File: src/rtl/cgra_config_pkg.sv
// Shared state encoding, parameter defaults and width helpers for the CGRA
// configuration streamer and its column store.
package cgra_config_pkg;

  localparam int DEF_NUM_CHAINS   = 4;
  localparam int DEF_CHAIN_LEN    = 212;
  localparam int DEF_NUM_CONTEXTS = 2;

  typedef enum logic [1:0] {
    ST_IDLE   = 2'd0,
    ST_FETCH  = 2'd1,
    ST_STREAM = 2'd2,
    ST_DONE   = 2'd3
  } state_e;

  // Index width for a count of n items; never narrower than one bit.
  function automatic int width_of(input int n);
    return (n > 1) ? $clog2(n) : 1;
  endfunction

  // Range check done at 32 bits so narrow index ports compare cleanly.
  function automatic logic idx_ok(input int unsigned idx, input int unsigned limit);
    return idx < limit;
  endfunction

endpackage

File: src/rtl/cgra_config_store.sv
// Column store: one write port and one registered, enable-gated read port.
// The read register holds its value while rd_en is low, which keeps a
// prefetched column alive across fabric stalls.
module cgra_config_store
  import cgra_config_pkg::*;
#(
  parameter  int WIDTH  = DEF_NUM_CHAINS,
  parameter  int DEPTH  = DEF_NUM_CONTEXTS * DEF_CHAIN_LEN,
  localparam int ADDR_W = width_of(DEPTH)
) (
  input  logic              clock,
  input  logic              wr_en,
  input  logic [ADDR_W-1:0] wr_addr,
  input  logic [WIDTH-1:0]  wr_data,
  input  logic              rd_en,
  input  logic [ADDR_W-1:0] rd_addr,
  output logic [WIDTH-1:0]  rd_data
);

  logic [WIDTH-1:0] mem_q [DEPTH];
  logic [WIDTH-1:0] rd_data_q;

  always_ff @(posedge clock) begin
    if (wr_en) begin
      mem_q[wr_addr] <= wr_data;
    end
    if (rd_en) begin
      rd_data_q <= mem_q[rd_addr];
    end
  end

  assign rd_data = rd_data_q;

endmodule

File: src/rtl/cgra_config_streamer.sv
// Multi-context configuration source: the host loads columns, then a start
// streams one context into NUM_CHAINS parallel fabric scan chains.
module cgra_config_streamer
  import cgra_config_pkg::*;
#(
  parameter  int NUM_CHAINS   = DEF_NUM_CHAINS,
  parameter  int CHAIN_LEN    = DEF_CHAIN_LEN,
  parameter  int NUM_CONTEXTS = DEF_NUM_CONTEXTS,
  localparam int CTX_W        = width_of(NUM_CONTEXTS),
  localparam int POS_W        = width_of(CHAIN_LEN)
) (
  input  logic                  clock,
  input  logic                  reset_n,
  input  logic                  load_we,
  input  logic [CTX_W-1:0]      load_ctx,
  input  logic [POS_W-1:0]      load_pos,
  input  logic [NUM_CHAINS-1:0] load_data,
  output logic                  load_err,
  input  logic                  start,
  input  logic [CTX_W-1:0]      start_ctx,
  input  logic                  abort,
  input  logic                  enable,
  output logic [NUM_CHAINS-1:0] bitstream,
  output logic                  cfg_valid,
  output logic                  busy,
  output logic                  done
);

  localparam int DEPTH  = NUM_CONTEXTS * CHAIN_LEN;
  localparam int ADDR_W = width_of(DEPTH);
  localparam logic [POS_W-1:0] LAST_POS = POS_W'(CHAIN_LEN - 1);

  function automatic logic [ADDR_W-1:0] col_addr(input logic [CTX_W-1:0] c,
                                                 input logic [POS_W-1:0] p);
    return ADDR_W'(c) * ADDR_W'(CHAIN_LEN) + ADDR_W'(p);
  endfunction

  state_e                state_q, state_d;
  logic [CTX_W-1:0]      ctx_q, ctx_d;
  logic [POS_W-1:0]      pos_q, pos_d;
  logic [NUM_CHAINS-1:0] bitstream_q, bitstream_d;
  logic                  cfg_valid_q, cfg_valid_d;
  logic                  done_q, done_d;
  logic                  load_err_q, load_err_d;

  logic                  idle_like;
  logic                  wr_ok;
  logic                  start_ctx_ok;
  logic                  rd_en;
  logic [ADDR_W-1:0]     rd_addr;
  logic [NUM_CHAINS-1:0] rd_data;

  assign idle_like    = (state_q == ST_IDLE) || (state_q == ST_DONE);
  assign start_ctx_ok = idx_ok(32'(start_ctx), NUM_CONTEXTS);
  assign wr_ok        = load_we && idle_like &&
                        idx_ok(32'(load_ctx), NUM_CONTEXTS) &&
                        idx_ok(32'(load_pos), CHAIN_LEN);

  cgra_config_store #(
    .WIDTH (NUM_CHAINS),
    .DEPTH (DEPTH)
  ) u_store (
    .clock   (clock),
    .wr_en   (wr_ok),
    .wr_addr (col_addr(load_ctx, load_pos)),
    .wr_data (load_data),
    .rd_en   (rd_en),
    .rd_addr (rd_addr),
    .rd_data (rd_data)
  );

  always_comb begin
    state_d     = state_q;
    ctx_d       = ctx_q;
    pos_d       = pos_q;
    bitstream_d = bitstream_q;
    cfg_valid_d = 1'b0;
    done_d      = done_q;
    rd_en       = 1'b0;
    rd_addr     = col_addr(ctx_q, pos_q);
    // A bad start context is only reported when the start could have acted.
    load_err_d  = (load_we && !wr_ok) ||
                  (start && idle_like && !start_ctx_ok && !abort);

    if (abort) begin
      state_d     = ST_IDLE;
      bitstream_d = '0;
      done_d      = 1'b0;
    end else begin
      unique case (state_q)
        ST_IDLE, ST_DONE: begin
          bitstream_d = '0;
          if (state_q == ST_DONE) begin
            done_d = 1'b1;
          end
          if (start && start_ctx_ok) begin
            state_d = ST_FETCH;
            ctx_d   = start_ctx;
            pos_d   = '0;
            done_d  = 1'b0;
          end
        end
        ST_FETCH: begin
          rd_en   = 1'b1;
          state_d = ST_STREAM;
        end
        ST_STREAM: begin
          // On a stall nothing advances, so the read register keeps pos_q's column.
          if (enable) begin
            bitstream_d = rd_data;
            cfg_valid_d = 1'b1;
            if (pos_q == LAST_POS) begin
              state_d = ST_DONE;
            end else begin
              pos_d   = pos_q + POS_W'(1);
              rd_en   = 1'b1;
              rd_addr = col_addr(ctx_q, pos_q + POS_W'(1));
            end
          end
        end
        default: state_d = ST_IDLE;
      endcase
    end
  end

  always_ff @(posedge clock or negedge reset_n) begin
    if (!reset_n) begin
      state_q     <= ST_IDLE;
      ctx_q       <= '0;
      pos_q       <= '0;
      bitstream_q <= '0;
      cfg_valid_q <= 1'b0;
      done_q      <= 1'b0;
      load_err_q  <= 1'b0;
    end else begin
      state_q     <= state_d;
      ctx_q       <= ctx_d;
      pos_q       <= pos_d;
      bitstream_q <= bitstream_d;
      cfg_valid_q <= cfg_valid_d;
      done_q      <= done_d;
      load_err_q  <= load_err_d;
    end
  end

  assign bitstream = bitstream_q;
  assign cfg_valid = cfg_valid_q;
  assign done      = done_q;
  assign load_err  = load_err_q;
  assign busy      = (state_q == ST_FETCH) || (state_q == ST_STREAM);

endmodule

File: config.mk
export PLATFORM = sky130hd
export DESIGN_NAME = cgra_config_streamer
export DESIGN_NICKNAME = d
export VERILOG_FILES = /design/src/rtl/cgra_config_pkg.sv /design/src/rtl/cgra_config_store.sv /design/src/rtl/cgra_config_streamer.sv
export SDC_FILE = /design/constraint.sdc
export NUM_CORES = 2
export LEC_CHECK = 0
export CAP_MARGIN = 0
export CORE_MARGIN = 2
export CORE_UTILIZATION = 55
export DETAILED_ROUTE_END_ITERATION = 10
export HOLD_SLACK_MARGIN = 0.12
export PLACE_DENSITY = 0.76
export SYNTH_ARGS = -nofsm -noshare
export SYNTH_HDL_FRONTEND = slang
export SYNTH_SLANG_ARGS = --single-unit
File: constraint.sdc
create_clock -name clock -period 3.7 [get_ports clock]
set_input_delay 0.37 -clock clock [delete_from_list [all_inputs] [get_ports clock]]
set_output_delay 0.37 -clock clock [all_outputs]
set_load 0.02 [all_outputs]
After elaboration in Yosys (flattened, before gate mapping)
Memory sizes are Yosys's and may differ from the RTL's. A register that Yosys moved wholly into a read port is not among the register bits.
Cells that the tools add are included.
{"block": "totals", "ramBits": 1696, "memories": 1, "wordCells": 72, "in_bits": 20, "out_inout_bits": 8, "ff_bits": 18}
{"block": "classes", "multipliers": 2, "magnitude_cmp": 1, "bitwise": 1, "eq_ne": 10, "addsub": 4, "mux": 29, "reduce_logical": 17}
{"memory": "u_store.mem_q", "words": 424, "word_bits": 4, "read_ports": 1, "rd_ports_with_merged_regs": 1, "wr": 1, "line": "cgra_config_store.sv:20", "text": "logic [WIDTH-1:0] mem_q [DEPTH];"}
{"operator": "two-way mux 9 bit", "count": 4}
{"operator": "adder 9 x 8 -> 9 bit", "count": 3}
{"operator": "two-way mux 8 bit", "count": 3}
{"operator": "case mux 8 bit (2 select lines)", "count": 1}
{"operator": "multiplier 1 x 6 -> 7 bit, second input constant", "count": 2}
{"operator": "two-way mux 1 bit", "count": 12}
{"operator": "inequality test 3 bit, second input constant", "count": 3}
{"operator": "adder 8 x 1 -> 8 bit, second input constant", "count": 1}
{"operator": "== test 8 bit, second input constant", "count": 1}
{"operator": "< comparator 8 bit, second input constant", "count": 1}
{"operator": "two-way mux 2 bit", "count": 4}
{"operator": "two-way mux 4 bit", "count": 2}
{"operator": "case mux 4 bit (2 select lines)", "count": 1}
{"operator": "inequality test 2 bit, second input constant", "count": 3}
{"operator": "case mux 2 bit (3 select lines)", "count": 1}
{"operator": "AND reduction 3 bit", "count": 2}
{"operator": "nonzero test 3 bit", "count": 2}
{"operator": "AND reduction 5 bit", "count": 1}
{"operator": "== test 2 bit, second input constant", "count": 2}
{"operator": "AND reduction 2 bit", "count": 2}
{"operator": "nonzero test 2 bit", "count": 2}
{"operator": "logical AND 1 bit", "count": 3}
{"operator": "== test 2 x 1 -> 1 bit, second input constant", "count": 1}
{"operator": "zero test 2 bit", "count": 1}
{"operator": "other kinds (5)", "count": 6}

Longest topological paths before layout
{"block": "depth", "word_depth": 6, "mapped_depth": 18, "depth_no_buf": 14}

Modules after synthesis
From an unflattened synthesis, not the netlist that was laid out.
{"block": "hier_totals", "cells_unflattened": 3767, "hier_area_um2": 69521.7}
{"module": "cgra_config_store", "seq_area_each_um2": 51049.0, "area_per_inst_um2": 67928.9, "instances": 1, "cells_per_inst": 3596}
{"module": "cgra_config_streamer", "seq_area_each_um2": 450.4, "area_per_inst_um2": 1592.8, "instances": 1, "cells_per_inst": 171}

Worst setup path after synthesis
No wires, ideal clock.
{"block": "synth_path", "path_kind": "reg-to-reg", "startpoint": "reg pos_q[0]", "endpoint": "reg u_store.rd_data_q[2], in the netlist u_store.rd_data[2], read port of u_store.mem_q, data pin", "n_path_buf": 6, "arrival_time_ns": 3.568, "period_less_slack_ns": 3.841, "stages_incl_launch_ff": 16, "setup_time_ns": 0.273, "required_time_ns": 3.427, "path_slack_ns": -0.141, "cell_sequence": "dfrtp_1 > buf_4 > buf_2 > buf_2 > buf_2 > buf_2 > clkbuf_1 > and4_1 > xor2_1 > ha_1 > xor2_1 > o21ai_0 > or3_1 > nor4_1 > a22o_1 > a311oi_2"}
{"block": "synth_via", "elab_chain_len": 6, "word_cells_on_any_way": 12, "cone_classes": "add/sub (3); eq/ne (1); mux (8)"}
{"item": "start, declared", "line": "cgra_config_streamer.sv:40", "text": "logic [POS_W-1:0] pos_q, pos_d;"}
{"item": "start signal, assigned", "line": "cgra_config_streamer.sv:138", "text": "pos_q <= pos_d;"}
{"item": "adder 8 x 1 -> 8 bit", "line": "cgra_config_streamer.sv:117", "text": "rd_addr = col_addr(ctx_q, pos_q + POS_W'(1));"}
{"item": "adder 9 x 8 -> 9 bit", "line": "cgra_config_streamer.sv:35", "text": "return ADDR_W'(c) * ADDR_W'(CHAIN_LEN) + ADDR_W'(p);"}
{"item": "two-way mux 9 bit", "line": "cgra_config_streamer.sv:112", "text": "if (pos_q == LAST_POS) begin"}
{"item": "two-way mux 9 bit", "line": "cgra_config_streamer.sv:109", "text": "if (enable) begin"}
{"item": "two-way mux 9 bit", "line": "cgra_config_streamer.sv:90", "text": "unique case (state_q)"}
{"item": "two-way mux 9 bit", "line": "cgra_config_streamer.sv:85", "text": "if (abort) begin"}
{"item": "end, declared", "line": "cgra_config_store.sv:21", "text": "logic [WIDTH-1:0] rd_data_q;"}
Parallel ways exist; a longest one is shown, timed or not.
A chain may end at the register's enable or synchronous reset.

Worst setup path in the final report
{"block": "layout_path", "startpoint": "reg pos_q[1]", "endpoint": "reg u_store.rd_data_q[2], in the netlist u_store.rd_data[2], read port of u_store.mem_q, data pin"}
Same word-level chain as after synthesis.

==> reports/summary.txt <==
Post-synthesis cell type count -> 93
Delay-heaviest family, CP -> compound AO/OA/AOI/OAI gates
Vias post-DR -> 54.3k
CTS tree -> built
Startpoint types -> flop
Ys async rst share -> 1.05%
Residual DRC count -> 0
ANT nets after route -> 0
Die area -> 138000 sq um
Final Hold Viols -> 0
CTS H-tree depth -> 4
Max-slew violations -> 0
Vias in the first global route -> 52.7k
Worst path max stage delay -> 0.51 ns
Final Net Count -> 6115
Worst Max-Slew Pin Slew -> 0.924 ns
Min Hold Slack -> 0.274 ns
Worst hold-check path type -> in -> reg
Post-placement cell count -> 7619
Die W -> 372 microns
Status -> finished with violations
Routability Congestion -> 0.972
Antenna violations before repair -> 5
Clock tree sinks -> 1718
Root Buffer -> clkbuf_16
Max_cap viols -> 0
Pre-CTS worst setup slack -> -0.570 ns
Later-pin clock latency in the skew report -> 0.84 ns
Arrival @ worst endpoint -> 4.63 ns
Core Area -> 134000 sq um
VDD IR-drop max -> 0.445 mV
Design Area, Final -> 89200 sq um
Yosys top cell by area -> edfxtp_1
Register area -> 51500 sq um
GRT Overall Usage -> 33.4%
Post-synth EDFFs -> 1700
Share of cells above drive strength 1 -> 22.0%
GRT Residual Overflow -> 0
Mapped Nets -> 5510
Gate Count Post-Synth -> 5470
CP most frequent cell -> buf_4
WP buf/inv -> 3
Multi-input gate area -> 21600 sq um
Longest Clk Path Bufs -> 3
Worst Setup Path Type -> reg -> reg
Pwr/cell area -> 642 nW/um^2
Critical Path Sink Type -> flop
Number of non-filler instances in the completed layout -> 7987
Global-route wire length before repair -> 338000 microns
RSZ-0062 raised after global routing -> yes
Synth top area share -> 68.6%
Row count -> 134
FF+latch count, synth -> 1718
PortBufs -> 27
Syn_area_per_cell -> 13.6 sq um
Final clock skew -> 0.0404 ns
Area Growth Syn to Fin -> 19.9%
Crit-path cells -> ha_4 -> xor2_1 -> ha_1 -> ha_1 -> o211a_4 -> nor2_4 -> buf_4 -> buf_4 -> nor2_1 -> buf_4 -> a32oi_1 -> nand4_1 -> and3_1 -> a311oi_2
Fmax -> 252 MHz
Relative slew slack -> 38.4%
Routed WL -> 234000 microns
Fill cells -> 8836
Tmin final -> 3.97 ns
Post-Syn Area -> 74400 sq um
Routed len/inst -> 29.4 microns
Synth warn -> 0
Lkg Pwr -> 30.1 nW
Slack of the critical path -> -0.268 ns
Period utilization -> 107%
I/O pins -> 28
Setup_tns -> -1.01 ns
Initial Utilization -> 55.6%
Die H -> 372 microns
Drt via density -> 6.80
Num CTS Buffers -> 168
DP Wirelength -> 149000 microns
Most used DFF post-synth -> edfxtp_1
Placed inst area -> 82100 sq um
Setup violators final -> 4
Synth area leaders -> edfxtp_1 69%, nand2_1 3.9%, mux2i_1 3.6%, mux4_2 2.7%, nor2_1 2.6%
Crit-path slowest cell -> dfrtp_4
Clk slew on worst S/H paths -> 0.07 ns
Post-synthesis sequential area ratio -> 69.2%
CP Max Fanout -> 26
Critical Path RT -> 4.36 ns
First drt pass iteration count -> 7
DR iter-0 viols -> 9591
Failing checks -> setup timing
Largest net degree at the start of global routing -> 113
[layout by cell type (no fill, tap or decap), types with 20 or more instances in the layout]
cell             Yosys  final
edfxtp_1          1700   1700
clkbuf_16            0    174
mux4_2              89     89
buf_12               3    109
buf_4               38    685
mux2i_1            270    268
mux2_2              32     31
and3_1             108    107
o21ai_0             90     78
nand2_1            768    752
o22ai_1            195    191
a21oi_1            140    131
bufinv_16            0     20
clkbuf_1           158     25
clkinv_1             0     38
nand3_1            243    236
nor3_1              92     85
a31oi_1             89     81
a311oi_1            39     38
nor2_1             521    509
a211oi_1           224    204
nor2b_1             20     20
clkinv_2             1     29
a22oi_1             27     22
clkdlybuf4s50_1      0     23
o221ai_1            38     38
[synthesized netlist by cell type (90+ instances only)]
library cell / number
nand2_1: 768
o22ai_1: 195
mux2i_1: 270
o21ai_0: 90
clkbuf_1: 158
a211oi_1: 224
nor2_1: 521
edfxtp_1: 1700
nand3_1: 243
and3_1: 108
a21oi_1: 140
buf_2: 180
nor3_1: 92
[routing by layer]
layer / share of wire [%] / up-vias / routed length (microns) / track usage (%)
li1: - / 22500 / - / -
met5: 0.0055 / - / 13 / 0.0350
met1: 35 / 26400 / 81300 / 43.9
met3: 14 / 903 / 33400 / 8.69
met4: 6.4 / 2 / 15000 / 18.8
met2: 45 / 4510 / 105000 / 50.8
[layout make-up]
class | count | share of cell area [%]
clock inverters | 116 | 1.36
inverters | 12 | 0.0519
flip-flops and latches | 1718 | 57.7
diodes | 2 | 0.00561
multi-input cells | 3316 | 24.3
repair buffers | 859 | 9.21
well taps | 1768 | 2.48
clock buffers | 196 | 4.90
[logic make-up after synthesis]
family	after synthesis	synth area share, %
AO/OA/AOI/OAI	1049	9.87
XOR/XNOR	18	0.212
adder cells (fa/ha/maj)	20	0.336
buffers and inverters	438	2.91
flip-flops	1718	69.2
multiplexers	391	6.81
AND/OR/NAND/NOR	1836	10.7
[power breakdown]
group / total (mW) / internal [mW] / switching [mW]
logic: 18.3 / 7.19 / 11.1
clock network: 17.5 / 9.93 / 7.53
registers: 21.5 / 21.5 / 0.0640
[stage by stage]
step                power (mW)  utilization (%)
finish                    57.3             66.7
global route              58.6             66.7
CTS                       56.1             66.3
detailed placement        38.2             61.4
global placement          38.0             61.4
floorplan                 30.7                -
[worst reg2reg max path: stages, from the launching register on]
cell      delay, ns
dfrtp_4        0.51
ha_4           0.20
xor2_1         0.15
ha_1           0.23
ha_1           0.34
o211a_4        0.17
nor2_4         0.15
buf_4          0.17
buf_4          0.46
nor2_1         0.14
buf_4          0.18
a32oi_1        0.38
nand4_1        0.18
and3_1         0.26
a311oi_2       0.30
[state kept, by name, indices dropped and copies added, names as in the netlist]
name             count
done                 1
pos_q                8
cfg_valid            1
load_err             1
u_store.rd_data      4
ctx_q                1
u_store.mem_q     1696
bitstream            4
state_q              2
[worst paths after layout]
| kind | startpoint | endpoint | slack [ns] | cells after the start |
|---|---|---|---|---|
| worst max-delay path | pos_q[1] | u_store.rd_data[2] | -0.27 | 14 |
| min in group asynchronous | reset_n | load_err | 0.59 | 2 |
| worst min-delay path | start_ctx | ctx_q | 0.27 | 2 |
| worst max register to register | pos_q[1] | u_store.rd_data[2] | -0.27 | 14 |
| max in group asynchronous | reset_n | pos_q[1] | 2.45 | 2 |
| worst min register to register | bitstream[2] | bitstream[2] | 0.58 | 2 |
[repair_timing]
action / in CTS / in global routing
hold buffers: 6 / 0
buffers inserted: 34 / 8
endpoints found under the setup margin: 4 / 4
cloned: 4 / 3
resized for setup: 100 / 79
pin swaps: 40 / 33
endpoints found under the hold margin: 172 / 0
(Power assumes the default switching activity.)
